<file path="src/rtl/axi_lite_txn_monitor.sv">
// Passive AXI-Lite transaction monitor: per-channel read/write counters, an event log FIFO,
// a per-handshake watchdog and VALID-drop detection across NUM_CH interconnect slave ports.
module axi_lite_txn_monitor #(
  parameter int NUM_CH      = 2,
  parameter int ADDR_W      = 32,
  parameter int DATA_W      = 32,
  parameter int CNT_W       = 16,
  parameter int LOG_DEPTH   = 4,
  parameter int TIMEOUT_CYC = 50000,
  localparam int CH_W  = (NUM_CH > 1) ? $clog2(NUM_CH) : 1,
  localparam int EVT_W = CH_W + 1 + ADDR_W + DATA_W
) (
  input  logic                    aclk,
  input  logic                    areset,
  input  logic                    clear,
  input  logic [NUM_CH-1:0]       mon_awvalid,
  input  logic [NUM_CH-1:0]       mon_awready,
  input  logic [NUM_CH*ADDR_W-1:0] mon_awaddr,
  input  logic [NUM_CH-1:0]       mon_wvalid,
  input  logic [NUM_CH-1:0]       mon_wready,
  input  logic [NUM_CH*DATA_W-1:0] mon_wdata,
  input  logic [NUM_CH-1:0]       mon_arvalid,
  input  logic [NUM_CH-1:0]       mon_arready,
  input  logic [NUM_CH*ADDR_W-1:0] mon_araddr,
  input  logic [NUM_CH-1:0]       mon_rvalid,
  input  logic [NUM_CH-1:0]       mon_rready,
  input  logic [NUM_CH*DATA_W-1:0] mon_rdata,
  output logic [NUM_CH*CNT_W-1:0] wr_count,
  output logic [NUM_CH*CNT_W-1:0] rd_count,
  output logic                    evt_valid,
  input  logic                    evt_ready,
  output logic [EVT_W-1:0]        evt_data,
  output logic                    evt_overflow,
  output logic                    stall_err,
  output logic [CH_W-1:0]         stall_ch,
  output logic                    proto_err
);
  localparam int NS     = 2 * NUM_CH;
  localparam int SLOT_W = $clog2(NS);
  localparam int DEPTH  = 2 ** LOG_DEPTH;
  localparam int WD_W   = $clog2(TIMEOUT_CYC + 1);

  typedef struct packed {
    logic                 aw_got;
    logic                 w_got;
    logic                 rd_out;
    logic [ADDR_W-1:0]    awaddr;
    logic [DATA_W-1:0]    wdata;
    logic [ADDR_W-1:0]    araddr;
    logic [CNT_W-1:0]     wr_cnt;
    logic [CNT_W-1:0]     rd_cnt;
    logic [3:0][WD_W-1:0] wd_cnt;  // index 0..3 = AW, W, AR, R
  } ch_t;

  typedef struct packed {
    logic             vld;
    logic [EVT_W-1:0] evt;
  } slot_t;

  ch_t                ch_q [NUM_CH];
  ch_t                ch_d [NUM_CH];
  slot_t              slot_q [NS];
  slot_t              slot_d [NS];
  logic [SLOT_W-1:0]  rr_q, rr_d;
  logic [LOG_DEPTH:0] wr_ptr_q, wr_ptr_d, rd_ptr_q, rd_ptr_d;
  logic [EVT_W-1:0]   mem_q [DEPTH];
  logic               evt_overflow_q, evt_overflow_d;
  logic               stall_err_q, stall_err_d;
  logic               proto_err_q, proto_err_d;
  logic [CH_W-1:0]    stall_ch_q, stall_ch_d;

  logic               fifo_empty, fifo_full, push, pop;
  logic [SLOT_W-1:0]  gnt;
  logic [EVT_W-1:0]   push_data;

  assign fifo_empty = (wr_ptr_q == rd_ptr_q);
  assign fifo_full  = ((wr_ptr_q ^ rd_ptr_q) == {1'b1, {LOG_DEPTH{1'b0}}});
  assign pop        = evt_ready & ~fifo_empty;

  // Round-robin search starting at rr_q; a same-cycle pop frees room in a full FIFO.
  always_comb begin
    logic found;
    found     = 1'b0;
    gnt       = '0;
    for (int k = 0; k < NS; k++) begin
      int j;
      j = int'(rr_q) + k;
      if (j >= NS) j = j - NS;
      if (!found && slot_q[SLOT_W'(j)].vld) begin
        found = 1'b1;
        gnt   = SLOT_W'(j);
      end
    end
    push      = found & (~fifo_full | pop);
    push_data = slot_q[gnt].evt;
  end

  // NOTE: every variable written here gets a default first, so no path leaves one unassigned (no latch).
  always_comb begin
    logic [3:0]      vld, rdy;
    logic            stall_hit;
    logic [CH_W-1:0] hit_ch;
    ch_d           = ch_q;
    slot_d         = slot_q;
    rr_d           = rr_q;
    wr_ptr_d       = wr_ptr_q + (LOG_DEPTH+1)'(push);
    rd_ptr_d       = rd_ptr_q + (LOG_DEPTH+1)'(pop);
    evt_overflow_d = evt_overflow_q;
    stall_err_d    = stall_err_q;
    stall_ch_d     = stall_ch_q;
    proto_err_d    = proto_err_q;
    vld            = '0;
    rdy            = '0;
    stall_hit      = 1'b0;
    hit_ch         = '0;

    // Drain first so a completion may reuse a slot emptied this cycle.
    if (push) begin
      slot_d[gnt].vld = 1'b0;
      rr_d = (gnt == SLOT_W'(NS - 1)) ? '0 : gnt + SLOT_W'(1);
    end

    for (int i = 0; i < NUM_CH; i++) begin
      vld = {mon_rvalid[i], mon_arvalid[i], mon_wvalid[i], mon_awvalid[i]};
      rdy = {mon_rready[i], mon_arready[i], mon_wready[i], mon_awready[i]};

      for (int k = 0; k < 4; k++) begin
        if (vld[k] && !rdy[k]) begin
          if (ch_q[i].wd_cnt[k] >= WD_W'(TIMEOUT_CYC - 1) && !stall_hit) begin
            stall_hit = 1'b1;
            hit_ch    = CH_W'(i);
          end
          if (ch_q[i].wd_cnt[k] != WD_W'(TIMEOUT_CYC))
            ch_d[i].wd_cnt[k] = ch_q[i].wd_cnt[k] + WD_W'(1);
        end else begin
          // A nonzero count means VALID was waiting at the previous edge.
          if (!vld[k] && ch_q[i].wd_cnt[k] != '0) proto_err_d = 1'b1;
          ch_d[i].wd_cnt[k] = '0;
        end
      end

      if (vld[0] && rdy[0]) begin
        if (ch_q[i].aw_got) proto_err_d = 1'b1;
        ch_d[i].aw_got = 1'b1;
        ch_d[i].awaddr = mon_awaddr[i*ADDR_W +: ADDR_W];
      end
      if (vld[1] && rdy[1]) begin
        if (ch_q[i].w_got) proto_err_d = 1'b1;
        ch_d[i].w_got = 1'b1;
        ch_d[i].wdata = mon_wdata[i*DATA_W +: DATA_W];
      end
      if (ch_d[i].aw_got && ch_d[i].w_got) begin
        ch_d[i].aw_got = 1'b0;
        ch_d[i].w_got  = 1'b0;
        if (ch_q[i].wr_cnt != '1) ch_d[i].wr_cnt = ch_q[i].wr_cnt + CNT_W'(1);
        if (slot_d[2*i].vld) evt_overflow_d = 1'b1;
        else slot_d[2*i] = {1'b1, CH_W'(i), 1'b1, ch_d[i].awaddr, ch_d[i].wdata};
      end

      if (vld[3] && rdy[3]) begin
        if (!ch_q[i].rd_out) begin
          proto_err_d = 1'b1;
        end else begin
          ch_d[i].rd_out = 1'b0;
          if (ch_q[i].rd_cnt != '1) ch_d[i].rd_cnt = ch_q[i].rd_cnt + CNT_W'(1);
          if (slot_d[2*i+1].vld) evt_overflow_d = 1'b1;
          else slot_d[2*i+1] = {1'b1, CH_W'(i), 1'b0, ch_q[i].araddr,
                                mon_rdata[i*DATA_W +: DATA_W]};
        end
      end
      if (vld[2] && rdy[2]) begin
        if (ch_q[i].rd_out) proto_err_d = 1'b1;
        ch_d[i].rd_out = 1'b1;
        ch_d[i].araddr = mon_araddr[i*ADDR_W +: ADDR_W];
      end
    end

    if (stall_hit) begin
      stall_err_d = 1'b1;
      if (!stall_err_q) stall_ch_d = hit_ch;
    end

    if (clear) begin
      for (int i = 0; i < NUM_CH; i++) ch_d[i] = '0;
      for (int s = 0; s < NS; s++) slot_d[s] = '0;
      rr_d           = '0;
      wr_ptr_d       = '0;
      rd_ptr_d       = '0;
      evt_overflow_d = 1'b0;
      stall_err_d    = 1'b0;
      stall_ch_d     = '0;
      proto_err_d    = 1'b0;
    end
  end

  // NOTE: state updates use non-blocking assignments so every flop samples pre-edge values.
  always_ff @(posedge aclk or posedge areset) begin
    if (areset) begin
      for (int i = 0; i < NUM_CH; i++) ch_q[i] <= '0;
      for (int s = 0; s < NS; s++) slot_q[s] <= '0;
      rr_q           <= '0;
      wr_ptr_q       <= '0;
      rd_ptr_q       <= '0;
      evt_overflow_q <= 1'b0;
      stall_err_q    <= 1'b0;
      stall_ch_q     <= '0;
      proto_err_q    <= 1'b0;
    end else begin
      ch_q           <= ch_d;
      slot_q         <= slot_d;
      rr_q           <= rr_d;
      wr_ptr_q       <= wr_ptr_d;
      rd_ptr_q       <= rd_ptr_d;
      evt_overflow_q <= evt_overflow_d;
      stall_err_q    <= stall_err_d;
      stall_ch_q     <= stall_ch_d;
      proto_err_q    <= proto_err_d;
    end
  end

  // NOTE: log storage is left unreset; the pointers define validity and evt_data is masked when empty.
  always_ff @(posedge aclk) begin
    if (push) mem_q[wr_ptr_q[LOG_DEPTH-1:0]] <= push_data;
  end

  always_comb begin
    wr_count = '0;
    rd_count = '0;
    for (int i = 0; i < NUM_CH; i++) begin
      wr_count[i*CNT_W +: CNT_W] = ch_q[i].wr_cnt;
      rd_count[i*CNT_W +: CNT_W] = ch_q[i].rd_cnt;
    end
  end

  assign evt_valid    = ~fifo_empty;
  assign evt_data     = fifo_empty ? '0 : mem_q[rd_ptr_q[LOG_DEPTH-1:0]];
  assign evt_overflow = evt_overflow_q;
  assign stall_err    = stall_err_q;
  assign stall_ch     = stall_ch_q;
  assign proto_err    = proto_err_q;

endmodule

</file>
<file path="config.mk">
export PLATFORM = sky130hd
export DESIGN_NAME = axi_lite_txn_monitor
export DESIGN_NICKNAME = d
export VERILOG_FILES = /design/src/rtl/axi_lite_txn_monitor.sv
export SDC_FILE = /design/constraint.sdc
export NUM_CORES = 2
export LEC_CHECK = 0
export CAP_MARGIN = 30
export CORE_UTILIZATION = 54
export DETAILED_ROUTE_END_ITERATION = 10
export PLACE_DENSITY = 0.76
export SLEW_MARGIN = 10
export SYNTH_ARGS = -nofsm -noshare
export SYNTH_HDL_FRONTEND = slang
export SYNTH_SLANG_ARGS = --single-unit
</file>
<file path="constraint.sdc">
create_clock -name aclk -period 25.1 [get_ports aclk]
set_clock_uncertainty 0.15 [all_clocks]
set_input_delay 5.02 -clock aclk [delete_from_list [all_inputs] [get_ports aclk]]
set_output_delay 5.02 -clock aclk [all_outputs]
set_load 0.01 [all_outputs]
</file>
# Word level (Yosys, flattened, before mapping)
# Memories as Yosys holds them, arrays and structs flattened.
# Cells that the tools add are included.
# W data, S select, Z words.
[op_classes] n_addsub=22 n_mul=0 div=0 order_cmp=18 n_eq_ne=24 n_shift=0 mux=166 bitwise_logic=11 n_reduce_logical=92
[ops] op="$mux W67" n=15
[ops] op="$bmux W67 S2" n=5
[ops] op="$mux W268" n=2
[ops] op="$mux W66" n=7
[ops] op="$mux W16" n=26
[ops] op="$mux W390" n=1
[ops] op="$bwmux W268" n=1
[ops] op="$add A16 B1 Y16 const B" n=12
[ops] op="$mux W32" n=6
[ops] op="$ne A16 B16 Y1 const B" n=12
[ops] op="$demux W67 S2" n=1
[ops] op="$ge A16 B16 Y1 const B" n=8
[ops] op="$reduce_bool A16 Y1" n=8
[ops] op="$mux W1" n=87
[ops] op="$logic_and A1 B1 Y1" n=37
[ops] op="$reduce_bool A2 Y1" n=14
[ops] op="$logic_not A1 Y1" n=26
[ops] op="$mux W2" n=13
[ops] op="$ne A3 B2 Y1 const B" n=8
[ops] op="$ge A2 B3 Y1 const B" n=5
[ops] op="$ge A3 B3 Y1 const B" n=4
[ops] op="$add A5 B1 Y5" n=2
[ops] op="$mux W5" n=2
[ops] op="$not A2 Y2" n=4
[ops] op="17 further kinds" n=27
[totals] register_bits=674 latch_bits=0 ramBits=1056 rom_bits=0 input_bits=276 out_inout_bits=135 wordCells=373 mem_count=1
[memory_table] name="mem_q" words=16 word_bits=66 rd=1 rd_ports_with_merged_regs=0 wr=1 line_no="66" text="logic [EVT_W-1:0] mem_q [DEPTH];"

# Depth between registers and ports, before layout
[depth] ltp_word=35 mapped_depth=13

# Least setup slack after synthesis
# No wires, ideal clock.
[synth_path] path_type="input -> register" from="in evt_ready" to="mem mem_q[1][0] (netlist name), enable pin" setup_ns=0.653 t_arrival_ns=11.863 required_ns=24.297 setup_slack_ns=12.434 path_stages=5 n_path_buf=0 cell_sequence="or2_2 o21ai_1 inv_1 nand2_1 nor4_1"
[synth_via] elab_chain_len=5
[synth_lines] element="start, declared" line_no="31" text="input logic evt_ready,"
[synth_lines] element="$and A1 B1 Y1" line_no="78" text="assign pop = evt_ready & ~fifo_empty;"
[synth_lines] element="$or A1 B1 Y1" line_no="94" text="push = found & (~fifo_full | pop);"
[synth_lines] element="$and A1 B1 Y1" line_no="94"
[synth_lines] element="$mux W1" line_no="223" text="if (push) mem_q[wr_ptr_q[LOG_DEPTH-1:0]] <= push_data;"
[synth_lines] element="$mux W1 (not written as such)" line_no="223"
[synth_lines] element="end, declared" line_no="66"
# No other way between the ends.

# Worst setup path in the final report
[layout_path] from="reg rd_ptr_q[0]" to="out evt_data[22]"
[layout_via] elab_chain_len=2 word_cells_on_any_way=3
[layout_lines] element="start, declared" line_no="65" text="logic [LOG_DEPTH:0] wr_ptr_q, wr_ptr_d, rd_ptr_q, rd_ptr_d;"
[layout_lines] element="start signal, assigned" line_no="213" text="rd_ptr_q <= rd_ptr_d;"
[layout_lines] element="$mem_v2 Z16 W66 or $eq A5 B5 Y1 (tied branches)"
[layout_lines] element="$mux W66 (*)" line_no="236" text="assign evt_data = fifo_empty ? '0 : mem_q[rd_ptr_q[LOG_DEPTH-1:0]];"
[layout_lines] element="end, declared" line_no="32" text="output logic [EVT_W-1:0] evt_data,"
# Every way passes the cells marked *; elsewhere a longest branch is shown, timed or not.

==> metrics <==
status completed; clock buffer depth 3; Post-DP HPWL approximately 120 mm; Largest stage delay, worst path 0.98 ns; crit-path max FO 45; Tmin final approximately 12 ns; Fmax achieved 0.0865 GHz; Final ANT Viol Nets 0; area of the die 137000 sq um; relative slew slack 20.5%; asr flop ratio synth 38.8%; number of synthesized register bits 1725; Warnings, synthesis 0; multi-input logic area 22900 sq um; Max Transition Viols Final 0; CTS tree built; first-pass GRT wire length 285 mm; die height 370 um; maximum vdd drop between 0.00006 and 0.00007 V; Seq/Total Area, Yosys 66.2%; Top cell by count, worst path buf_4; Final Hold Viols 0; largest net degree at the start of global routing 174; clk sinks 1725; total CTS buffers 177; Setup Fix Bufs, Post-CTS 0; initial antenna violation count 6; min-delay src ch_q[101]$_DFFE_PP0P_; Final Non-Filler Cells 7164; register area 48500 sq um; vias in the first global route approximately 44000; Worst setup SP type flip-flop; Cells after DPL 6812; leading cell type in the layout, fill and taps excluded edfxtp_1; CTS clk-pin slew, worst paths 0.06 ns; Top FF cell, synth edfxtp_1; setup_tns 0 ns; final worst path period share 46.1%; PortBufs 410; H-tree level count 4; unrepaired setup endpoints after global routing false; FF-to-FF Start slot_q[267]$_DFF_PP0_; Pre-antenna DRT Iters 5; fill count 9520; static leakage between 30 and 40 nW; most frequent cells in the layout 1056 x edfxtp_1, 665 x dfrtp_1, 526 x nand2_1; core region area about 130000 sq um; gr usage total between 20% and 30%; Hold-fix buffers, CTS 0; DRC viols 0; Routability Congestion around 0.83; Setup CP Type flip-flop to output port; CP Capture Type output port; Slew @ Worst Pin 1.16 ns; worst endpoint data arrival time between 6 and 7 ns; Design Power 6.37 mW; worst setup path start rd_ptr_q[0]$_DFF_PP0_; Core Rows 134; Nets 5555; P&R area growth vs syn 16.3%; via count 43900; Critical Path Slowest Stage Cell dfrtp_4; PwrDens 74.9 nW/um^2; DRT iter0 DRCs 4688; max-cap violation count 0; EDFF count, synth approximately 1100; remaining global-route overflow 0; post-CTS sizing 0; Root Buffer Master clkbuf_16; syn avg cell area 15.0 sq um; Initial Utilization 54.6%; Post-Route WL around 190 mm; routed len/inst 27.1 um; # IOs 411; layout cells sized above 1 17.3%; HP Class flip-flop to flip-flop; Clock Latency Late Sink about 0.81 ns; crit path cell chain buf_4 > buf_12 > buf_4 > buf_16 > buf_4 > buf_4 > mux4_2 > mux4_2 > nor2b_1 > clkdlybuf4s50_1; WP data required ~20 ns; Setup Viol. Count Final 0; Distinct cells, synth 68; Die W about 370 um; Syn Inst Count 4864; vias per cell 6.13; syn nets 5168; Mapped Area 73100 sq um
Yosys cell counts, drive strengths merged (3+ instances only):
cell / n / area share (%)
a2111oi: 8 / 0.096
a211oi: 7 / 0.086
a21o: 6 / 0.062
a21oi: 222 / 1.5
a22o: 32 / 0.38
a31oi: 3 / 0.026
a41oi: 3 / 0.036
and2: 8 / 0.072
and3: 23 / 0.20
and4: 10 / 0.12
buf: 185 / 1.5
clkbuf: 172 / 0.90
dfrtp: 669 / 23
edfxtp: 1056 / 43
ha: 28 / 0.48
inv: 53 / 0.27
mux2: 129 / 2.0
mux2i: 330 / 4.5
mux4: 330 / 10
nand2: 528 / 2.7
nand2b: 8 / 0.068
nand3: 208 / 1.4
nand4: 45 / 0.38
nand4b: 3 / 0.036
nor2: 202 / 1.0
nor2b: 202 / 1.7
nor3: 34 / 0.23
nor3b: 3 / 0.031
nor4: 37 / 0.32
nor4b: 4 / 0.048
o2111ai: 6 / 0.072
o211ai: 10 / 0.10
o21a: 4 / 0.041
o21ai: 47 / 0.32
o22a: 3 / 0.036
o22ai: 3 / 0.026
o31ai: 11 / 0.11
o41ai: 3 / 0.036
or2: 8 / 0.068
or3: 35 / 0.30
or3b: 3 / 0.036
or4: 18 / 0.20
xnor2: 63 / 0.75
xor2: 81 / 0.97
through the flow:
| step | hold slack [ns] | utilization, % | worst slack (ns) | instance area [sq um] |
|---|---|---|---|---|
| 2_1_floorplan | 0.314 | - | 1.18 | 73100 |
| 3_3_place_gp | 0.332 | 58.8 | 13.43 | 78700 |
| 3_5_place_dp | 0.342 | 59.0 | 13.96 | 79100 |
| 4_1_cts | 0.352 | 63.2 | 13.01 | 84700 |
| 5_1_grt | 0.358 | 63.5 | 13.01 | 85000 |
| 6_report | 0.354 | 63.5 | 13.54 | 85000 |
report_power, final:
part | internal, mW | leakage, nW | switching (mW)
sequential | 3.05 | 19.2 | 0.0331
combinational | 0.349 | 8.68 | 0.367
clock | 1.47 | 2.74 | 1.10
total | 4.87 | 30.6 | 1.50
cell type report:
class / count / share of cell area [%]
clock buffers: 243 / 5.74
well taps: 1768 / 2.60
inverters: 53 / 0.252
clock inverters: 76 / 0.884
repair buffers: 565 / 6.52
flip-flops and latches: 1725 / 57.0
diodes: 5 / 0.0147
multi-input cells: 2729 / 27.0
cell families (layout without fill, tap and decap cells):
group           after synthesis  count (layout)  synth area share (%)
compound gates              382             382                  3.14
buf+inv                     410             937                  2.66
flops                      1725            1725                  66.2
other cells                   0               5                     0
simple gates               1386            1386                  9.09
mux                         789             789                  16.7
xor+xnor                    144             144                  1.72
fa+ha+maj                    28              28                 0.479
path summary, 6_finish.rpt:
kind                                                 end  slack (ns)  cells after the start
worst max-delay path                        evt_data[22]       13.54                     10
worst min-delay path               ch_q[101]$_DFFE_PP0P_        0.35                      1
worst max register to register   slot_q[252]$_DFFE_PP0P_       20.39                     10
worst min register to register     ch_q[101]$_DFFE_PP0P_        0.35                      1
max in group asynchronous        slot_q[153]$_DFFE_PP0P_       17.16                      7
min in group asynchronous       wr_count[17]$_DFFE_PP0P_        4.49                      2
worst max-delay path, delay by kind of cell (launching register included):
| family | cells | cell delay (ns) |
|---|---|---|
| mux | 2 | 1.15 |
| buf+inv | 7 | 3.13 |
| flops | 1 | 0.98 |
| simple gates | 1 | 0.16 |
per-layer routing:
metal,global-route usage [%],share of wire [%]
met1,41.5,41
met2,44.3,47
met3,5.20,8.9
met4,8.41,2.5
met5,0,0.0072
registers in the layout (all words and copies together) (netlist names):
register / cells
ch_q: 326
evt_overflow: 1
mem_q: 1056
proto_err: 1
rd_count: 32
rd_ptr_q: 5
rr_q: 2
slot_q: 263
stall_ch: 1
stall_err: 1
wr_count: 32
wr_ptr_q: 5
Note: power is estimated with default switching activity, not from simulation.
